**src/rtl/reg_mux_n_1.sv**
```systemverilog
// rtl/reg_mux_n_1.sv - registered N:1 selector with explicit or round-robin grant
//
// Ports:
//   clk        rising-edge clock
//   rst_n      asynchronous active-low reset
//   in_data    NUM_IN packed channels, channel i = in_data[i*WIDTH +: WIDTH]
//   in_valid   per-channel valid
//   in_ready   per-channel ready, one-hot or zero
//   sel        channel index used when mode = 0
//   mode       0 = select by sel, 1 = round-robin among valid channels
//   flush      synchronous clear of the output register
//   out_data   registered selected word
//   out_src    index of the channel held in out_data
//   out_valid  out_data is valid
//   out_ready  downstream accepts out_data
module reg_mux_n_1 #(
  parameter int               WIDTH     = 32,
  parameter int               NUM_IN    = 4,
  parameter int               SEL_W     = $clog2(NUM_IN),
  parameter logic [WIDTH-1:0] RESET_VAL = '0
) (
  input  logic                    clk,
  input  logic                    rst_n,
  input  logic [NUM_IN*WIDTH-1:0] in_data,
  input  logic [NUM_IN-1:0]       in_valid,
  output logic [NUM_IN-1:0]       in_ready,
  input  logic [SEL_W-1:0]        sel,
  input  logic                    mode,
  input  logic                    flush,
  output logic [WIDTH-1:0]        out_data,
  output logic [SEL_W-1:0]        out_src,
  output logic                    out_valid,
  input  logic                    out_ready
);

  logic [SEL_W-1:0] rr_ptr;
  logic             grant_valid;
  logic [SEL_W-1:0] grant_idx;
  logic [SEL_W-1:0] cand;
  logic [WIDTH-1:0] grant_data;
  logic             can_load;
  logic             load;

  // in_ready is held low while reset is asserted, not only after the
  // first clock edge, so the reset gates the load condition directly.
  assign can_load = rst_n && !flush && (!out_valid || out_ready);
  assign load     = can_load && grant_valid;

  always_comb begin : grant_logic
    grant_valid = 1'b0;
    grant_idx   = '0;
    cand        = '0;
    if (!mode) begin
      // Comparing against every legal index means a sel beyond NUM_IN-1
      // simply matches nothing and never grants.
      for (int i = 0; i < NUM_IN; i++) begin
        if (sel == SEL_W'(i) && in_valid[i]) begin
          grant_valid = 1'b1;
          grant_idx   = SEL_W'(i);
        end
      end
    end else begin
      // Scan from the farthest candidate to the nearest one after rr_ptr;
      // the last hit written is the nearest, which gives it priority.
      for (int k = NUM_IN; k >= 1; k--) begin
        cand = SEL_W'((int'(rr_ptr) + k) % NUM_IN);
        if (in_valid[cand]) begin
          grant_valid = 1'b1;
          grant_idx   = cand;
        end
      end
    end
  end

  always_comb begin : data_select
    grant_data = '0;
    for (int i = 0; i < NUM_IN; i++) begin
      if (grant_idx == SEL_W'(i)) begin
        grant_data = in_data[i*WIDTH +: WIDTH];
      end
    end
  end

  always_comb begin : ready_decode
    in_ready = '0;
    for (int i = 0; i < NUM_IN; i++) begin
      in_ready[i] = can_load && grant_valid && (grant_idx == SEL_W'(i));
    end
  end

  always_ff @(posedge clk or negedge rst_n) begin
    if (!rst_n) begin
      out_valid <= 1'b0;
      out_data  <= RESET_VAL;
      out_src   <= '0;
      rr_ptr    <= SEL_W'(NUM_IN - 1);
    end else if (flush) begin
      out_valid <= 1'b0;
      out_data  <= RESET_VAL;
      out_src   <= '0;
    end else if (load) begin
      out_valid <= 1'b1;
      out_data  <= grant_data;
      out_src   <= grant_idx;
      if (mode) begin
        rr_ptr <= grant_idx;
      end
    end else if (out_ready) begin
      out_valid <= 1'b0;
    end
  end

endmodule

```
**config.mk**
```make
export PLATFORM = sky130hd
export DESIGN_NAME = reg_mux_n_1
export DESIGN_NICKNAME = d
export VERILOG_FILES = /design/src/rtl/reg_mux_n_1.sv
export SDC_FILE = /design/constraint.sdc
export NUM_CORES = 1
export LEC_CHECK = 0
export BUFFER_PORTS_ARGS = -buffer_cell sky130_fd_sc_hd__buf_2
export CAP_MARGIN = 20
export CORE_MARGIN = 2
export CORE_UTILIZATION = 45
export CTS_BUF_LIST = sky130_fd_sc_hd__clkbuf_4 sky130_fd_sc_hd__clkbuf_8
export DETAILED_ROUTE_END_ITERATION = 10
export PLACE_DENSITY = 0.85
export SYNTH_ARGS = -nofsm -noshare
export SYNTH_HDL_FRONTEND = slang
export SYNTH_SLANG_ARGS = --single-unit
```
**constraint.sdc**
```tcl
create_clock -name clk -period 3.4 [get_ports clk]
set_input_delay 0.68 -clock clk [delete_from_list [all_inputs] [get_ports clk]]
set_output_delay 0.68 -clock clk [all_outputs]
set_load 0.1 [all_outputs]
```
After elaboration in Yosys (flattened, before gate mapping) --
Cells that the tools add are included.
Word-level totals: register bits 37, input bits 139, output and inout port bits 39, word-level logic and storage cells 74
Operators by class: $add $sub $neg 4, order comparisons 4, eq/ne operators 6, muxes and demuxes 36, bitwise operators 1, reduce and logical (&&, ||, !) cells 19
Operators by type and width (number):
- 2-to-1 mux 32 bit | 6
- 2-to-1 mux 2 bit | 9
- 2-to-1 mux 1 bit | 17
- < comparator 2 x 3 -> 1 bit (second input constant) | 4
- logical AND 1 bit | 11
- binary-select mux 1 bit (select 2 bit) | 4
- equality test 2 bit (second input constant) | 4
- adder 2 x 1 -> 2 bit (second input constant) | 2
- adder 2 bit (second input constant) | 2
- equality test 2 x 1 -> 1 bit (second input constant) | 2
- zero test 2 bit | 2
- AND reduction 3 bit | 1
- nonzero test 3 bit | 1
- zero test 1 bit | 2
- nonzero test 2 bit | 1
- logical OR 1 bit | 1
- NOT 1 bit | 1

Logic depth before layout (Yosys ltp) --
word-level depth 15, depth in mapped cells 9

Worst setup path before layout --
OpenSTA, ideal clock, no wires.
path kind input -> output, start input in_valid[1], end output in_ready[2], arrival time 3.777 ns, required time 2.720 ns, setup slack -1.057 ns, cell stages on the path 5, cell sequence mux2_4 > a21oi_1 > clkbuf_1 > nand3_1 > nor3_1
Between the ends: cells in the longest elaborated chain, start to end 9
Ends and longest elaborated chain:
- start, declared | RTL line 25 | input logic [NUM_IN-1:0] in_valid,
- binary-select mux 1 bit (select 2 bit) | RTL line 67 | if (in_valid[cand]) begin
- 2-to-1 mux 1 bit (implied by the code) | RTL line 67
- 2-to-1 mux 2 bit or 2-to-1 mux 1 bit (tied branches) (4 in a row) | RTL line 67
- 2-to-1 mux 2 bit or 2-to-1 mux 1 bit (tied branches) | RTL line 53 | if (!mode) begin
- equality test 2 bit or logical AND 1 bit (tied branches) | RTL line 87 | in_ready[i] = can_load && grant_valid && (grant_idx == SEL_W'(i));
- logical AND 1 bit (*) | RTL line 87
- end, declared | RTL line 26 | output logic [NUM_IN-1:0] in_ready,
Mark *: on every way between the ends. The rest lies on a longest branch, timed or not. The select of a mux whose other input is x is not followed.

Worst setup path in the final report --
start input in_valid[3], end output in_ready[1]
Between the ends: cells in the longest elaborated chain, start to end 9
Ends and longest elaborated chain (RTL line):
- binary-select mux 1 bit (select 2 bit) | 67
- 2-to-1 mux 1 bit (implied by the code) | 67
- 2-to-1 mux 2 bit or 2-to-1 mux 1 bit (tied branches) (4 in a row) | 67
- 2-to-1 mux 2 bit or 2-to-1 mux 1 bit (tied branches) | 53
- equality test 2 x 1 -> 1 bit or logical AND 1 bit (tied branches) | 87
- logical AND 1 bit (*) | 87
Marks and branches as above.

==> flow_summary_export.csv <==
group,metric,value,unit
sta,min_period,3.10,ns
sta,setup_slack,0.300,ns
cts,cts.sinks,37,
sta,hold_violations,0,
power,power_density,543,mW/mm²
worst_setup_path,end_kind,"output port",
sta,relSlewSlack,0.444,
grt,grt_pass1_wl,15.3,mm
grt,grt_usage,0.265,
placed_design,dpl.cell_count,516,
placed_design,place_congestion,0.860,
yosys,ys_ff_latch,37,
cts,clock_latency,0.29,ns
sta,finalSetupTns,0,ns
yosys,synth_edf_count,0,
grt,overflow,0,
cts,clk_path_buf_depth,2,
floorplan,std_cell_rows,29,
cts,cts_resized,0,
route,drc,0,
cts,post_cts_buffers,0,
finish,utilization,0.640,
sta,final.period_utilization,0.912,
sta,setup_violations,0,
floorplan,core_area,0.00624,mm²
cts,cts_tree,"yes",
min_path,hold_path.class,"input port to asynchronous set/reset pin",
worst_setup_path,crit_required,2.72,ns
route,first_pass_iters,7,
finish,fin_nets,586,
power,fin_total_pwr,2.17,mW
route,dr_total_vias,3248,
worst_setup_path,cp-start-kind,"input port",
grt,grt_antenna_before_repair,0,
floorplan,die_h,83.8,µm
sta,worstMarginPinSlew,0.832,ns
sta,finClkSkew,0.00597,ns
grt,grt_max_degree,38,
sta,timing.hold.ws,0.486,ns
yosys,syn_nets,427,
route,drt_iter0_markers,196,
power,ir_worst_vdd,352,µV
finish,diodes,0,
placed_design,placedInstanceArea,0.00385,mm²
placed_design,portBuffers,177,
floorplan,die_x,83.8,µm
worst_setup_path,crit_type,"input port to output port",
finish,design_area,0.00400,mm²
cts,cts_buffers,5,
worst_setup_path,path_max_fanout,33,
route,wirelength,9.56,mm
yosys,synthArstFlopShare,1.00,
floorplan,pin_count,178,
cts,cts-root-buf,"clkbuf_8",
finish,finalNonFillerCells,525,
outcome,outcome,"finished clean",
yosys,syn-cell-area,0.00286,mm²
route,ant_nets,0,
cts,clk_pin_slew,0.08,ns
finish,syn_to_final_growth,39.6,%
yosys,avgSynthCellArea,9.94,µm²
sta,max_freq,323,MHz
cts,h-tree-depth,2,
cts,hold_buffers,0,
route,post_drt_wl_per_cell,18.2,µm
floorplan,start_util,0.459,
yosys,ys_warn_count,0,
worst_setup_path,reg2reg_slack,0.88,ns
placed_design,dp_hpwl,7.01,mm
finish,fillCellCount,532,
placed_design,pre_cts_ws,0.298,ns
sta,finalMaxSlewViolations,0,
sta,rsz0062_at_grt,"no",
power,leakage,1.98,nW
route,vias_per_cell,6.19,
yosys,synthCells,288,
worst_setup_path,cp.arrival,2.42,ns
finish,drive_gt1_frac,0.491,
grt,first_global_vias,3171,
floorplan,die_area,0.00702,mm²
yosys,synth-main-ff-cell,"dfrtp_1",
yosys,ys_seq_area_frac,0.324,
job,drv_cap,0,
yosys,synthDistinctLibCells,41,
[path summary, 6_finish.rpt]
path | end | from | cells after the start
min reg2reg | out_data[0] | out_data[0] | 1
max reg2reg | out_data[22] | rr_ptr[1] | 6
max in group asynchronous | rr_ptr[1] | rst_n | 2
min | out_data[27] | rst_n | 2
max | in_ready[1] | in_valid[3] | 7
min in group clk | out_data[0] | out_data[0] | 1
[metal layers]
layer  track usage  part of all wire
met1         0.322              0.38
met2         0.478              0.51
met3        0.0613             0.096
met4        0.0587             0.011
met5             0                 0
[cell type report]
cell class	count	area (µm²)	area share
clock inverters	1	30.0	0.00752
well taps	77	96.3	0.0241
inverters	3	11.3	0.00282
repair buffers	192	1080	0.270
flip-flops and latches	37	928	0.232
multi-input cells	208	1760	0.441
clock buffers	7	90.1	0.0225
[flip-flops by register name, summed over array words and instances, names as in the netlist]
| name | flops |
|---|---|
| out_data | 32 |
| out_valid | 1 |
| out_src | 2 |
| rr_ptr | 2 |
[cell usage in the layout (no fill, tap or decap), drive strengths merged, types with 2 or more instances in the layout]
cell type / instances
o21ai: 4
nor2: 5
nand2: 3
nand4: 32
nor2b: 5
nand2b: 2
a221o: 32
mux2i: 3
buf: 192
dfrtp: 35
nor3: 4
dfstp: 2
o31ai: 32
inv: 3
mux2: 34
o21bai: 2
a211oi: 32
clkbuf: 7
[cells by family (layout without fill, tap and decap cells)]
kind of cell / count (synthesis) / in the layout / share of synthesized area
simple gates: 57 / 57 / 0.122
xor+xnor: 1 / 1 / 0.00306
flops: 37 / 37 / 0.324
buf+inv: 43 / 203 / 0.0809
mux: 37 / 37 / 0.146
compound gates: 113 / 113 / 0.325
[critical path: stages]
cell	delay (ns)
buf_2	0.16
mux2i_1	0.17
nor2_4	0.69
nor3_4	0.10
buf_4	0.25
nor2_2	0.18
buf_12	0.19
[where the power goes]
part	leakage (nW)	internal (mW)	switching, mW
Sequential	0.492	0.518	0.0553
Clock	0.0619	0.247	0.160
Combinational	1.42	0.348	0.841
Total	1.98	1.11	1.06
[Yosys cell counts, drive strengths merged, types with 4 or more instances]
| master | count | area (µm²) |
|---|---|---|
| dfrtp | 35 | 876 |
| mux2 | 34 | 387 |
| a211oi | 32 | 240 |
| a221o | 32 | 320 |
| nand4 | 32 | 200 |
| o31ai | 32 | 240 |
| clkbuf | 29 | 109 |
| buf | 11 | 111 |
| nor2 | 5 | 18.8 |
| nor2b | 5 | 31.3 |
| nor3 | 4 | 31.3 |
| o21ai | 4 | 20.0 |
(Power assumes the default switching activity.)
